File: config.mk
export PLATFORM = sky130hd
export DESIGN_NAME = rx_fifo_flat
export DESIGN_NICKNAME = d
export VERILOG_FILES = /design/src/rtl/rx_fifo_if.sv /design/src/rtl/rx_fifo.sv /design/src/flat_wrapper.sv
export SDC_FILE = /design/constraint.sdc
export NUM_CORES = 1
export LEC_CHECK = 0
export ABC_AREA = 1
export ABC_CLOCK_PERIOD_IN_PS = 3000
export BUFFER_PORTS_ARGS = -buffer_cell sky130_fd_sc_hd__buf_4
export CORE_MARGIN = 2
export CORE_UTILIZATION = 61
export CTS_BUF_LIST = sky130_fd_sc_hd__clkbuf_16
export DETAILED_ROUTE_END_ITERATION = 10
export PLACE_DENSITY = 0.79
export SETUP_SLACK_MARGIN = 0.02
export SLEW_MARGIN = 20
export SYNTH_ARGS = -nofsm -noshare
export SYNTH_HDL_FRONTEND = slang
export SYNTH_SLANG_ARGS = --single-unit
File: constraint.sdc
create_clock -name CLK_50MHz -period 3 [get_ports CLK_50MHz]
set_input_delay 0.3 -clock CLK_50MHz [delete_from_list [all_inputs] [get_ports CLK_50MHz]]
set_output_delay 0.3 -clock CLK_50MHz [all_outputs]
set_load 0.005 [all_outputs]
File: src/rtl/rx_fifo_if.sv
// Handshake bundle between the UART receive FIFO and its producer/consumer logic.
// The slave modport is the FIFO side and the master modport is the user side.
interface rx_fifo_if #(
    parameter int DATA_W = 8,
    parameter int ADDR_W = 4
);
    logic              wr_en;
    logic [DATA_W-1:0] wr_data;
    logic              rd_en;
    logic [DATA_W-1:0] rd_data;
    logic              rd_valid;
    logic              empty;
    logic              full;
    logic [ADDR_W:0]   count;
    logic              overflow;
    logic              clr_overflow;

    modport master (
        output wr_en, wr_data, rd_en, clr_overflow,
        input  rd_data, rd_valid, empty, full, count, overflow
    );

    modport slave (
        input  wr_en, wr_data, rd_en, clr_overflow,
        output rd_data, rd_valid, empty, full, count, overflow
    );
endinterface

File: src/rtl/rx_fifo.sv
// Single-clock receive FIFO behind the UART line receiver. It has registered read
// data, fill-level status and a sticky overflow flag for bytes dropped while full.
module rx_fifo #(
    parameter int DATA_W = 8,
    parameter int ADDR_W = 4
) (
    input  logic        CLK_50MHz,
    input  logic        ARESETn,
    rx_fifo_if.slave    bus
);
    localparam int              DEPTH      = 1 << ADDR_W;
    localparam logic [ADDR_W:0] FULL_COUNT = {1'b1, {ADDR_W{1'b0}}};
    localparam logic [ADDR_W:0] CNT_ONE    = 1;
    localparam logic [ADDR_W-1:0] PTR_ONE  = 1;

    logic [DATA_W-1:0] mem [DEPTH];

    logic [ADDR_W-1:0] wr_ptr_reg, wr_ptr_next;
    logic [ADDR_W-1:0] rd_ptr_reg, rd_ptr_next;
    logic [ADDR_W:0]   count_reg, count_next;
    logic [DATA_W-1:0] rd_data_reg;
    logic              rd_valid_reg;
    logic              overflow_reg, overflow_next;

    logic empty_int;
    logic full_int;
    logic rd_accept;
    logic wr_accept;
    logic wr_drop;

    assign empty_int = (count_reg == '0);
    assign full_int  = (count_reg == FULL_COUNT);

    // A read that frees a slot lets a write proceed even while full. When empty,
    // the read is refused, so there is never a write-through bypass.
    assign rd_accept = bus.rd_en && !empty_int;
    assign wr_accept = bus.wr_en && (!full_int || rd_accept);
    assign wr_drop   = bus.wr_en && !wr_accept;

    always_comb begin
        wr_ptr_next   = wr_ptr_reg;
        rd_ptr_next   = rd_ptr_reg;
        count_next    = count_reg;
        overflow_next = overflow_reg;

        if (wr_accept) begin
            wr_ptr_next = wr_ptr_reg + PTR_ONE;
        end
        if (rd_accept) begin
            rd_ptr_next = rd_ptr_reg + PTR_ONE;
        end
        if (wr_accept && !rd_accept) begin
            count_next = count_reg + CNT_ONE;
        end else if (rd_accept && !wr_accept) begin
            count_next = count_reg - CNT_ONE;
        end

        // A dropped write takes priority over a clear issued in the same cycle.
        if (wr_drop) begin
            overflow_next = 1'b1;
        end else if (bus.clr_overflow) begin
            overflow_next = 1'b0;
        end
    end

    // The storage array is not reset; its contents are only observable via rd_ptr.
    always_ff @(posedge CLK_50MHz) begin
        if (wr_accept) begin
            mem[wr_ptr_reg] <= bus.wr_data;
        end
    end

    always_ff @(posedge CLK_50MHz or negedge ARESETn) begin
        if (!ARESETn) begin
            wr_ptr_reg   <= '0;
            rd_ptr_reg   <= '0;
            count_reg    <= '0;
            rd_data_reg  <= '0;
            rd_valid_reg <= 1'b0;
            overflow_reg <= 1'b0;
        end else begin
            wr_ptr_reg   <= wr_ptr_next;
            rd_ptr_reg   <= rd_ptr_next;
            count_reg    <= count_next;
            overflow_reg <= overflow_next;
            rd_valid_reg <= rd_accept;
            // When full, wr_ptr equals rd_ptr, and the old word is read here.
            if (rd_accept) begin
                rd_data_reg <= mem[rd_ptr_reg];
            end
        end
    end

    assign bus.rd_data  = rd_data_reg;
    assign bus.rd_valid = rd_valid_reg;
    assign bus.empty    = empty_int;
    assign bus.full     = full_int;
    assign bus.count    = count_reg;
    assign bus.overflow = overflow_reg;
endmodule
File: src/flat_wrapper.sv
// flat-port wrapper written by rule: the top's interface ports become plain ports
module rx_fifo_flat 
#(
    parameter int DATA_W = 8,
    parameter int ADDR_W = 4
)
  (CLK_50MHz, ARESETn, bus_wr_en, bus_wr_data, bus_rd_en, bus_clr_overflow, bus_rd_data, bus_rd_valid, bus_empty, bus_full, bus_count, bus_overflow);
  rx_fifo_if #(.DATA_W(DATA_W), .ADDR_W(ADDR_W)) bus_i ();
  input  logic CLK_50MHz;
  input  logic ARESETn;
  input wire logic [$bits(bus_i.wr_en)-1:0] bus_wr_en;
  input wire logic [$bits(bus_i.wr_data)-1:0] bus_wr_data;
  input wire logic [$bits(bus_i.rd_en)-1:0] bus_rd_en;
  input wire logic [$bits(bus_i.clr_overflow)-1:0] bus_clr_overflow;
  output wire logic [$bits(bus_i.rd_data)-1:0] bus_rd_data;
  output wire logic [$bits(bus_i.rd_valid)-1:0] bus_rd_valid;
  output wire logic [$bits(bus_i.empty)-1:0] bus_empty;
  output wire logic [$bits(bus_i.full)-1:0] bus_full;
  output wire logic [$bits(bus_i.count)-1:0] bus_count;
  output wire logic [$bits(bus_i.overflow)-1:0] bus_overflow;
  assign bus_i.wr_en = bus_wr_en;
  assign bus_i.wr_data = bus_wr_data;
  assign bus_i.rd_en = bus_rd_en;
  assign bus_i.clr_overflow = bus_clr_overflow;
  assign bus_rd_data = bus_i.rd_data;
  assign bus_rd_valid = bus_i.rd_valid;
  assign bus_empty = bus_i.empty;
  assign bus_full = bus_i.full;
  assign bus_count = bus_i.count;
  assign bus_overflow = bus_i.overflow;
  rx_fifo #(.DATA_W(DATA_W), .ADDR_W(ADDR_W)) u_core (.CLK_50MHz(CLK_50MHz), .ARESETn(ARESETn), .bus(bus_i));
endmodule
Word level (Yosys, flattened, before mapping). Memory sizes are Yosys's and may differ from the RTL's. A register that Yosys moved wholly into a read port is not among the register bits. Index checks and enable logic that the tools add are counted.

Register bits: 15. Bits in writable memories: 128. Bits of input ports: 13. Output and inout port bits: 17. Word-level logic and storage cells: 31. Memories: 1.

$add $sub $neg: 4. Equal/unequal tests: 1. Mux-type cells: 6. Reductions and logical operators: 14.

Memory list: u_core.mem (words 16, bits a word 8, rd ports 1, clocked after Yosys merged registers in 1, write ports 1, RTL line rx_fifo.sv:16) `logic [DATA_W-1:0] mem [DEPTH];`.

Operators by type and width (number): two-way mux 5 bit (2); adder 4 x 1 -> 4 bit (second input constant) (2); adder 5 x 1 -> 5 bit (second input constant) (1); equality test 5 bit (second input constant) (1); logical AND 1 bit (5); zero test 1 bit (5); zero test 5 bit (1); subtractor 5 x 1 -> 5 bit (second input constant) (1); two-way mux 1 bit (4); nonzero test 2 bit (2); logical OR 1 bit (1).

Depth between registers and ports, before layout. Gate-level depths: netlist of run 1.

Word-level depth: 9. Depth in mapped cells: 14. Mapped depth without buffers: 13.

Worst setup path before layout of run 1. Ideal clock, no wire load.

Kind: register -> register. Start: reg u_core.count_reg[0] (netlist: u_core.bus.count[0]). End: reg u_core.count_reg[4] (netlist: u_core.bus.count[4]). Library setup time: 0.065 ns. Arrival time: 2.105 ns. Required time: 2.935 ns. Path slack: 0.830 ns. Cell stages (with the launch flop): 15. Path buffers: 1. Period minus slack after synthesis: 2.170 ns. Cells stage by stage: dfrtp_1 > inv_1 > nand3_1 > nor3_2 > nor2_1 > buf_4 > ha_1 > inv_1 > fa_1 > a21oi_1 > nor2_1 > nor2_1 > xor2_1 > nand2_1 > nand2_1.

Word-level cells in the longest chain between the ends: 8. Elaborated cells on any way between the ends: 16. Those cells by class: add/sub (2); eq/ne (1); mux (2); reduce/logical (11).

RTL lines: start: declaration (RTL line rx_fifo.sv:20) `logic [ADDR_W:0] count_reg, count_next;`; start signal: assignment (RTL line rx_fifo.sv:84) `count_reg <= count_next;`; zero test 5 bit (RTL line rx_fifo.sv:31) `assign empty_int = (count_reg == '0);`; zero test 1 bit (RTL line rx_fifo.sv:36) `assign rd_accept = bus.rd_en && !empty_int;`; logical AND 1 bit (RTL line rx_fifo.sv:36); logical OR 1 bit (*) (RTL line rx_fifo.sv:37) `assign wr_accept = bus.wr_en && (!full_int || rd_accept);`; logical AND 1 bit (*) (RTL line rx_fifo.sv:37); named net u_core.wr_accept (RTL line rx_fifo.sv:28) `logic wr_accept;`; zero test 1 bit (RTL line rx_fifo.sv:54) `end else if (rd_accept && !wr_accept) begin`; logical AND 1 bit (RTL line rx_fifo.sv:54); nonzero test 2 bit (no source line).

The timed path passes the listed nets; every way through them passes the cells marked *. The select of a mux whose other input is x is not followed. A chain may end at the register's enable or synchronous reset.

Worst setup path after layout of run 1.
Start: reg u_core.count_reg[1] (netlist: u_core.bus.count[1]). End: reg u_core.count_reg[3] (netlist: u_core.bus.count[3]).

Word-level cells in the longest chain between the ends: 8. Elaborated cells on any way between the ends: 16. Those cells by class: add/sub (2); eq/ne (1); mux (2); reduce/logical (11).

RTL lines: parallel branches: the longest is 8 deep, another holds subtractor 5 x 1 -> 5 bit.

Parallel ways; which one is timed is not known. The select of a mux whose other input is x is not followed.

==> impl_results.md, run 1 <==
- EDFF count, synth: about 130
- Most used cell, CP: ha_1
- Final ANT Viol Nets: 0
- CP max-delay cell: dfrtp_1
- Yosys reg bits: between 150 and 200
- First DRT Iteration DRCs: approximately 350
- Cts repair resizes: 0
- Syn Inst Count: roughly 670
- Critical path arrival: 2.86 ns
- Post-synth top flop: edfxtp_1
- Antenna cell count: 0
- Port bufs: 29
- Worst Path Class, Setup: flop to flop
- Net Count, Synth: 689
- Final Skew: between 0.008 and 0.009 ns
- Ports: 30
- Post-detailed-route wirelength per cell: 16.3 µm
- Largest cells by area after synthesis: edfxtp_1, nand2_1, dfrtp_1
- Slew Limit Headroom: ~28%
- Final setup fails: 0
- Detailed-route wire length: 13800 µm
- VDD IR max: between 0.9 and 1 mV
- Worst-Margin Slew: 1.09 ns
- Via density: 5.34
- First-pass detailed-route iteration total: 5
- Vias in the first global route: 4333
- Unrepaired setup endpoints after global routing: no
- Setup_tns: 0 ns
- Synth cell count leaders: nand2_1, edfxtp_1, inv_1
- Setup crit start kind: flop
- Final hold violation count: 0
- Yosys top cell area share: between 50% and 60%
- Crit-path cells: nor2_1 > nand4_1 > nand2_1 > ha_1 > inv_1 > ha_1 > a21boi_0 > o21ai_0 > a31oi_1
- CTS tree: built
- Avg Cell Area, Syn: just over 10 µm²
- Antenna violations before repair: 0
- CTS clk-pin slew, worst paths: approximately 0.060 ns
- Unique masters post-synth: 23
- First-pass GRT wire length: between 20000 and 25000 µm
- Max reg flops: roughly 130
- Initial Utilization: between 60 and 70%
- HP Class: input port to flop
- CP Buf/Inv Count: 1
- Clock latency on the worst-skew pair: 0.42 ns
- Die area: ~12000 µm²
- Routed vias: approximately 4.5k
- Layout cell share with drive strength beyond 1: 9.49%
- Leading area contributor after synthesis: edfxtp_1
- Final min period: ~2.5 ns
- Worst path top cell family by delay: compound AO/OA/AOI/OAI gates
- Top-count cell post-synth: nand2_1
- PwrDens: around 950 nW/µm²
- Critical path data required time: between 3 and 4 ns
- Met1 wire length: 5490 µm
- Nets: between 700 and 800
- H-tree depth: 4
- Global-route usage over all layers: 25.5%
- Max cap viols: 0
- Mapped Area: roughly 6700 µm²
- Outcome: completed
- CP endpoint kind: flop
- Core ar.: 10800 µm²
- Hpwl dp: a little under 9000 µm
- Max Freq: 0.394 GHz
- Pre-CTS setup slack: about 0.52 ns
- DR top layer: met4
- Max FO, Critical Path: 11
- Worst-case clock buffer depth: 2
- Residual overflow from global routing: 0
- DR WL met3: between 800 and 900 µm
- Clk root buf: clkbuf_16
- GP Congestion: around 0.9
- Largest stage delay, worst path: 0.44 ns
- Post-synth ARST share: approximately 15%
- Area growth syn-to-layout: 12.8%
- Sequential share of the synthesized area: 66.0%
- Largest net degree at the start of global routing: 67
- Num CTS Buffers: 17
- Routed length on met2: roughly 7000 µm
- Worst Setup Slack, final: 0.464 ns
- Die height: approximately 110 µm
- Syn. warnings: 0
- Final Slew Violations: 0
- Tcrit/Tclk final: around 85%
- Leak: roughly 3.4 nW
- Residual DRC: 0
- Final core occ: approximately 70%
- Row Count: 38
- Die X: 109 µm
- Num Clock Sinks: roughly 150
==> kinds of logic (layout without fill, tap and decap cells) <==
logic type,count (synthesis),after routing,synth area share (%)
buffers and inverters,143,183,8.91
XOR/XNOR,8,8,1.05
adder cells (fa/ha/maj),10,10,1.98
AND/OR/NAND/NOR,342,342,21.2
flip-flops,151,151,66.0
AO/OA/AOI/OAI,12,12,0.953
==> power breakdown <==
| group | switching (mW) | total, mW | internal [mW] |
|---|---|---|---|
| clock | 0.832 | 2.06 | 1.22 |
| combinational | 1.59 | 2.36 | 0.772 |
| sequential | 0.168 | 2.76 | 2.60 |
==> metrics by stage <==
stage	area (µm²)	hold slack, ns	cells	power, mW
after global placement	6970	0.212	813	5.02
after CTS	7560	0.0733	846	7.18
final	7560	0.0798	846	7.18
after global routing	7560	0.0844	846	7.61
after detailed placement	6970	0.218	813	5.11
after floorplan	6700	0.00441	666	4.43
==> final cells by class <==
| type | instances | area, µm² |
|---|---|---|
| clock buffers | 17 | 425 |
| clock inverters | 15 | 150 |
| fillers | 760 | 3230 |
| inverters | 115 | 432 |
| multi-input cells | 372 | 1680 |
| flip-flops and latches | 151 | 4420 |
| well taps | 140 | 175 |
| repair buffers | 36 | 273 |
==> what timing repair did <==
item                                    CTS  global route
buffers inserted                          0             0
hold buffers                              1             0
endpoints found under the setup margin    0             0
endpoints found under the hold margin    23             0
==> cell usage in the layout (no fill, tap or decap) <==
cell,netlist,final
clkinv_2,0,2
xnor2_1,1,1
a21oi_1,2,2
nand3_1,100,100
clkinvlp_4,0,3
edfxtp_1,128,128
inv_6,0,3
dfrtp_2,0,1
bufinv_16,0,2
ha_1,9,9
nor2_1,23,23
nand2_1,217,217
inv_2,1,1
inv_8,0,1
buf_4,8,35
clkinv_1,2,6
clkbuf_16,0,17
fa_1,1,1
xor2_1,7,7
a21boi_0,1,1
a31oi_1,1,1
o21ai_0,6,6
dlygate4sd3_1,0,1
o21ai_1,2,2
inv_1,112,111
nand4_1,1,1
dfrtp_1,23,22
clkinv_4,0,1
nor3_2,1,1
==> per-layer routing <==
| layer | vias to the layer above | track usage [%] |
|---|---|---|
| met5 | - | 0 |
| met4 | 0 | 11.1 |
| met3 | 42 | 6.63 |
| met2 | 164 | 41.7 |
| met1 | 2124 | 32.3 |
| li1 | 2185 | - |
==> path summary, 6_finish.rpt <==
check                                       from                     to  slack [ns]  cells after the start
max in group asynchronous                ARESETn   u_core.rd_ptr_reg[0]        2.41                      2
hold / removal                  bus_clr_overflow    u_core.bus.overflow        0.08                      2
hold reg to reg            u_core.bus.rd_data[5]  u_core.bus.rd_data[5]        0.49                      2
setup reg to reg             u_core.bus.count[1]    u_core.bus.count[3]        0.46                      9
setup / recovery             u_core.bus.count[1]    u_core.bus.count[3]        0.46                      9
min in group asynchronous                ARESETn  u_core.bus.rd_data[5]        0.32                      2
Note: power is estimated with default switching activity, not from simulation.
==> run 2: changes to the inputs <==
--- a/config.mk
+++ b/config.mk
@@ -6,13 +6,13 @@
 export NUM_CORES = 1
 export LEC_CHECK = 0
 export ABC_AREA = 1
-export ABC_CLOCK_PERIOD_IN_PS = 3000
+export ABC_CLOCK_PERIOD_IN_PS = 2300
 export BUFFER_PORTS_ARGS = -buffer_cell sky130_fd_sc_hd__buf_4
 export CORE_MARGIN = 2
-export CORE_UTILIZATION = 61
+export CORE_UTILIZATION = 55
 export CTS_BUF_LIST = sky130_fd_sc_hd__clkbuf_16
 export DETAILED_ROUTE_END_ITERATION = 10
-export PLACE_DENSITY = 0.79
+export PLACE_DENSITY = 0.75
 export SETUP_SLACK_MARGIN = 0.02
 export SLEW_MARGIN = 20
 export SYNTH_ARGS = -nofsm -noshare
==> constraint.sdc (replaced) <==
create_clock -name CLK_50MHz -period 2.3 [get_ports CLK_50MHz]
set_input_delay 0.23 -clock CLK_50MHz [delete_from_list [all_inputs] [get_ports CLK_50MHz]]
set_output_delay 0.23 -clock CLK_50MHz [all_outputs]
set_load 0.005 [all_outputs]
==> impl_results.md, run 2 (synthesis gave the netlist of run 1 again) <==
- Outcome: completed
- Final hold violation count: 0 (unchanged)
- Setup crit start kind: flop
- Tcrit/Tclk final: 93.2% (+8.6 points)
- Via density: 5.32 (-0.32%)
- Vias in the first global route: 4577 (+5.6%)
- Post-detailed-route wirelength per cell: 17.0 µm (+4.2%)
- VDD IR max: 0.749 mV (-20%)
- GP Congestion: 0.912 (-0.34%)
- Antenna cell count: 0 (unchanged)
- Worst-Margin Slew: 0.684 ns (-0.402 ns)
- Largest net degree at the start of global routing: 66 (-1.5%)
- Max FO, Critical Path: 4 (-7)
- Final Slew Violations: 0 (unchanged)
- Area growth syn-to-layout: 15.1%
- Finished Cell Area: 7710 µm² (+2.0%)
- Num CTS Buffers: 17 (unchanged)
- CTS tree: built
- HP Class: input port to flop
- Final Skew: 0.00624 ns (-0.00228 ns)
- Most used cell, CP: nor2_1
- Worst Setup Slack, final: 0.158 ns (-0.307 ns)
- Global-route usage over all layers: 24.0% (-1.4 points)
- Hpwl dp: 9330 µm (+6.4%)
- Crit-path cells: nor2_4 > nand3_2 > nor3_2 > nor2_1 > ha_2 > inv_2 > ha_1 > a21oi_1 > nor2_1 > nor2_1 > xor2_1 > nand2_1 > nand2_1
- Antenna violations before repair: 0 (unchanged)
- Die height: 114 µm (+5.1%)
- Port bufs: 29 (unchanged)
- CP endpoint kind: flop
- Final ANT Viol Nets: 0 (unchanged)
- First-pass detailed-route iteration total: 7 (+2)
- Core ar.: 12000 µm² (+11%)
- Power, Total: 9.69 mW (+35%)
- Final min period: 2.14 ns (-0.393 ns)
- Die area: 13100 µm² (+10%)
- Final setup fails: 0 (unchanged)
- First DRT Iteration DRCs: 476 (+34%)
- Worst-case clock buffer depth: 2 (unchanged)
- Worst Path Class, Setup: flop to flop
- CTS clk-pin slew, worst paths: 0.06 ns (about the same)
- Placed cell area: 7050 µm² (+1.0%)
- Residual overflow from global routing: 0 (unchanged)
- Critical path data required time: 2.66 ns (-0.67 ns)
- Detailed-route wire length: 14600 µm (+5.9%)
- Max cap viols: 0 (unchanged)
- Most frequent cells in the layout: nand2_1, edfxtp_1, inv_1
- H-tree depth: 4 (unchanged)
- Final core occ: 64.5% (-5.6 points)
- Max reg flops: 128 (unchanged)
- Commonest non-fill, non-tap cell in the layout: nand2_1
- Largest stage delay, worst path: 0.42 ns (-0.02 ns)
- Routed vias: 4575 (+1.3%)
- Initial Utilization: 56.0% (-6.1 points)
- Layout cell share with drive strength beyond 1: 11.9% (+2.4 points)
- Nets: 723 (+0.98%)
- Row Count: 40 (+5.3%)
- Slew Limit Headroom: 54.3% (+27 points)
- Die X: 114 µm (+5.1%)
- Critical path arrival: 2.50 ns (-0.36 ns)
- Pre-CTS setup slack: 0.0571 ns (-0.463 ns)
- Worst hold slack: 0.0280 ns (-0.0518 ns)
- First-pass GRT wire length: 23200 µm (+6.9%)
- Filler cell count: 897 (+18%)
- Max Freq: 0.467 GHz (+18%)
- PwrDens: 1260 nW/µm² (+32%)
- Num Clock Sinks: 151 (unchanged)
- Ports: 30 (unchanged)
- CP max-delay cell: dfrtp_1
- Clock latency on the worst-skew pair: 0.42 ns (about the same)
- Leak: 3.43 nW (+1.7%)
- Clk root buf: clkbuf_16
- Unrepaired setup endpoints after global routing: yes
- Residual DRC: 0 (unchanged)
## run 2: power breakdown
group          total [mW]  internal, mW  switching, mW
sequential           3.62          3.39          0.235
combinational        3.21          1.12           2.09
clock                2.86          1.80           1.06
## run 2: final timing paths
check                                       from                    end  slack, ns  cells past startpoint
hold reg to reg            u_core.bus.rd_data[2]  u_core.bus.rd_data[2]       0.48                      2
setup / recovery             u_core.bus.count[3]    u_core.bus.count[4]       0.16                     13
hold / removal                  bus_clr_overflow    u_core.bus.overflow       0.03                      2
min in group asynchronous                ARESETn    u_core.bus.count[0]       0.27                      2
max in group asynchronous                ARESETn   u_core.rd_ptr_reg[0]       1.77                      2
setup reg to reg             u_core.bus.count[3]    u_core.bus.count[4]       0.16                     13
## run 2: worst max-delay path, delay by kind of cell (launching register included)
| family | cells | cell delay, ns |
|---|---|---|
| compound gates | 1 | 0.14 |
| xor+xnor | 1 | 0.16 |
| flops | 1 | 0.42 |
| simple gates | 8 | 0.79 |
| buf+inv | 1 | 0.09 |
| fa+ha+maj | 2 | 0.48 |
## run 2: metrics by stage
| stage | setup TNS [ns] | instances |
|---|---|---|
| 5_1_grt | -0.0569 | 860 |
| 3_3_place_gp | 0 | 825 |
| 3_5_place_dp | 0 | 825 |
| 6_report | 0 | 860 |
| 4_1_cts | 0 | 859 |
| 2_1_floorplan | 0 | 666 |
## run 2: repair_timing
item / in CTS / in global routing
gates cloned: 0 / 0
buffers inserted: 1 / 1
resized for setup: 2 / 10
hold buffers: 1 / 0
endpoints found under the setup margin: 2 / 66
endpoints found under the hold margin: 23 / 0
pin swaps: 2 / 2
## run 2: area by class of cell
cell class                      instances  area, µm²  share of cell area (%)
Tap cell                              147        184                    2.38
Multi-Input combinational cell        372       1720                    22.3
Inverter                              115        432                    5.60
Clock buffer                           17        425                    5.52
Timing Repair Buffer                   43        350                    4.54
Clock inverter                         15        185                    2.40
Sequential cell                       151       4420                    57.3
## run 2: routing by layer
layer | share of wire, % | GRT usage, % | vias up
met1 | 41 | 30.9 | 2192
li1 | - | - | 2194
met4 | 2.7 | 11.0 | 0
met2 | 50 | 40.3 | 157
met3 | 6.1 | 4.08 | 32
met5 | 0 | 0 | -
==> run 3: changes to the inputs <==
--- a/config.mk
+++ b/config.mk
@@ -13,6 +13,7 @@
 export CTS_BUF_LIST = sky130_fd_sc_hd__clkbuf_16
 export DETAILED_ROUTE_END_ITERATION = 10
 export PLACE_DENSITY = 0.75
+export RECOVER_POWER = 50
 export SETUP_SLACK_MARGIN = 0.02
 export SLEW_MARGIN = 20
 export SYNTH_ARGS = -nofsm -noshare
==> impl_results.md, run 3 (synthesis gave the netlist of run 1 again) <==
- Num Clock Sinks: 151 (unchanged)
- FF-to-FF path depth: 13 (unchanged)
- Antenna cell count: 0 (unchanged)
- Most frequent cells in the layout: nand2_1, edfxtp_1, inv_1
- Detailed-route wire length: 14700 µm (+0.45%)
- Filler cell count: 902 (+0.56%)
- Unrepaired setup endpoints after global routing: yes
- Clk root buf: clkbuf_16
- First-pass detailed-route iteration total: 5 (-2)
- Flop pwr share: 37.4% (about the same)
- RR Startpoint: u_core.bus.count[3]
- Port bufs: 29 (unchanged)
- Final Non-Filler Cells: 860 (unchanged)
- GP Congestion: 0.912 (unchanged)
- VDD IR max: 0.749 mV (about the same)
- Leak: 3.40 nW (-0.96%)
- Largest net degree at the start of global routing: 66 (unchanged)
- Post-detailed-route wirelength per cell: 17.1 µm (+0.45%)
- Tcrit/Tclk final: 93.1% (about the same)
- Ports: 30 (unchanged)
- Worst-case clock buffer depth: 2 (unchanged)
- Commonest non-fill, non-tap cell in the layout: nand2_1
- Max Freq: 0.467 GHz (about the same)
- Final Slew Violations: 0 (unchanged)
- Worst setup path endpoint: u_core.bus.count[4]
- Max FO, Critical Path: 4 (unchanged)
- Hpwl dp: 9330 µm (unchanged)
- Crit path from: u_core.bus.count[3]
- Switch share: 35.1% (+0.10 points)
- Clock Power Share: 29.5% (about the same)
- Final setup fails: 0 (unchanged)
- CTS tree: built
- Global-route usage over all layers: 24.0% (unchanged)
- Core ar.: 12000 µm² (unchanged)
- Layout cell share with drive strength beyond 1: 10.7% (-1.3 points)
- Clock latency on the worst-skew pair: 0.42 ns (about the same)
- First-pass GRT wire length: 23200 µm (unchanged)
- HP Class: input port to flop
- Critical path data required time: 2.66 ns (about the same)
- Via density: 5.34 (+0.37%)
- Max cap viols: 0 (unchanged)
- Area growth syn-to-layout: 14.6%
- Die area: 13100 µm² (unchanged)
- Final min period: 2.14 ns (-0.00139 ns)
- Max reg flops: 128 (unchanged)
- Pre-CTS setup slack: 0.0571 ns (unchanged)
- H-tree depth: 4 (unchanged)
- Die X: 114 µm (unchanged)
- Worst Path Class, Setup: flop to flop
- Gate power share: 33.1% (about the same)
- Worst Setup Slack, final: 0.159 ns (+0.00139 ns)
- Critical path arrival: 2.50 ns (about the same)
- Setup_tns: 0 ns (unchanged)
- CP endpoint kind: flop
- Worst-Margin Slew: 1.35 ns (+0.667 ns)
- Nets: 723 (unchanged)
- Row Count: 40 (unchanged)
- Slew Limit Headroom: 9.92% (-44 points)
- Power, Total: 9.69 mW (about the same)
- First DRT Iteration DRCs: 464 (-2.5%)
- Antenna violations before repair: 0 (unchanged)
- Residual DRC: 0 (unchanged)
- Num CTS Buffers: 17 (unchanged)
- Vias in the first global route: 4577 (unchanged)
- Final hold violation count: 0 (unchanged)
- Worst r2r dst: u_core.bus.count[4]
- Final ANT Viol Nets: 0 (unchanged)
- Final Skew: 0.00582 ns (-0.000416 ns)
- Flop-to-flop setup slack: 0.16 ns (about the same)
- CTS clk-pin slew, worst paths: 0.06 ns (about the same)
- PwrDens: 1260 nW/µm² (+0.50%)
- Outcome: completed
- Placed Cells: 825 (unchanged)
- Switch Pwr: 3.40 mW (+0.35%)
- Initial Utilization: 56.0% (unchanged)
- Die height: 114 µm (unchanged)
- Setup crit start kind: flop
- P_int: 6.30 mW (-0.10%)
- Routed vias: 4592 (+0.37%)
- Residual overflow from global routing: 0 (unchanged)
-- run 3: changes by cell type in the layout (fill, tap and decap cells not counted) --
cell      before  now
buf_4         40   30
clkbuf_1       0    9
clkbuf_4       0    1
-- run 3: worst min path at each step --
stage | from | to | slack [ns] | cells past startpoint
finish | bus_clr_overflow | u_core.bus.overflow | 0.03 | 2
global route | bus_clr_overflow | u_core.bus.overflow | 0.05 | 2
CTS | bus_clr_overflow | u_core.bus.overflow | 0.03 | 2
detailed placement | ARESETn | u_core.bus.count[3] | 0.15 | 1
global placement | ARESETn | u_core.bus.count[3] | 0.14 | 1
floorplan | ARESETn | u_core.bus.count[0] | -0.07 | 0
-- run 3: layout make-up --
cell class	instances	area [µm²]	share of cell area, %
Timing Repair Buffer	43	317	4.12
Clock buffer	17	425	5.54
Sequential cell	151	4420	57.6
Multi-Input combinational cell	372	1720	22.4
Clock inverter	15	185	2.41
Inverter	115	432	5.62
Tap cell	147	184	2.39
-- run 3: what timing repair did --
item	4_1_cts	5_1_grt
setup buffers	1	1
hold buffers	1	0
gates resized for setup	2	10
endpoints found under the hold margin	23	0
pin swaps	2	2
setup endpoints to repair	2	66
-- run 3: routing by layer --
layer	track usage, %	wire [µm]	vias to the layer above
met4	11.0	374	0
met3	4.08	932	33
met2	40.3	7390	172
met1	30.9	5980	2192
met5	0	0	-
li1	-	-	2195
-- run 3: power by group through the flow --
| stage | clock network, mW | logic, mW | registers [mW] |
|---|---|---|---|
| after CTS | 2.88 | 3.15 | 3.61 |
| after global routing | 2.98 | 3.58 | 3.66 |
| after global placement | 0 | 3.01 | 3.64 |
| after floorplan | 0 | 2.17 | 3.61 |
| after detailed placement | 0 | 3.11 | 3.66 |
| final | 2.86 | 3.21 | 3.62 |
-- run 3: per-stage QoR --
step | util, % | hold WS, ns | cell area [µm²]
3_3_place_gp | 58.9 | 0.144 | 7050
3_5_place_dp | 58.9 | 0.152 | 7050
2_1_floorplan | - | -0.0656 | 6700
4_1_cts | 64.2 | 0.0345 | 7680
5_1_grt | 64.2 | 0.0488 | 7680
6_report | 64.2 | 0.0278 | 7680
-- run 3: critical path, cell delays in order, from the launching register on --
cell,delay (ns)
dfrtp_1,0.42
nor2_4,0.15
nand3_2,0.10
nor3_2,0.18
nor2_1,0.10
ha_2,0.21
inv_2,0.09
ha_1,0.27
a21oi_1,0.14
nor2_1,0.05
nor2_1,0.10
xor2_1,0.16
nand2_1,0.06
nand2_1,0.05
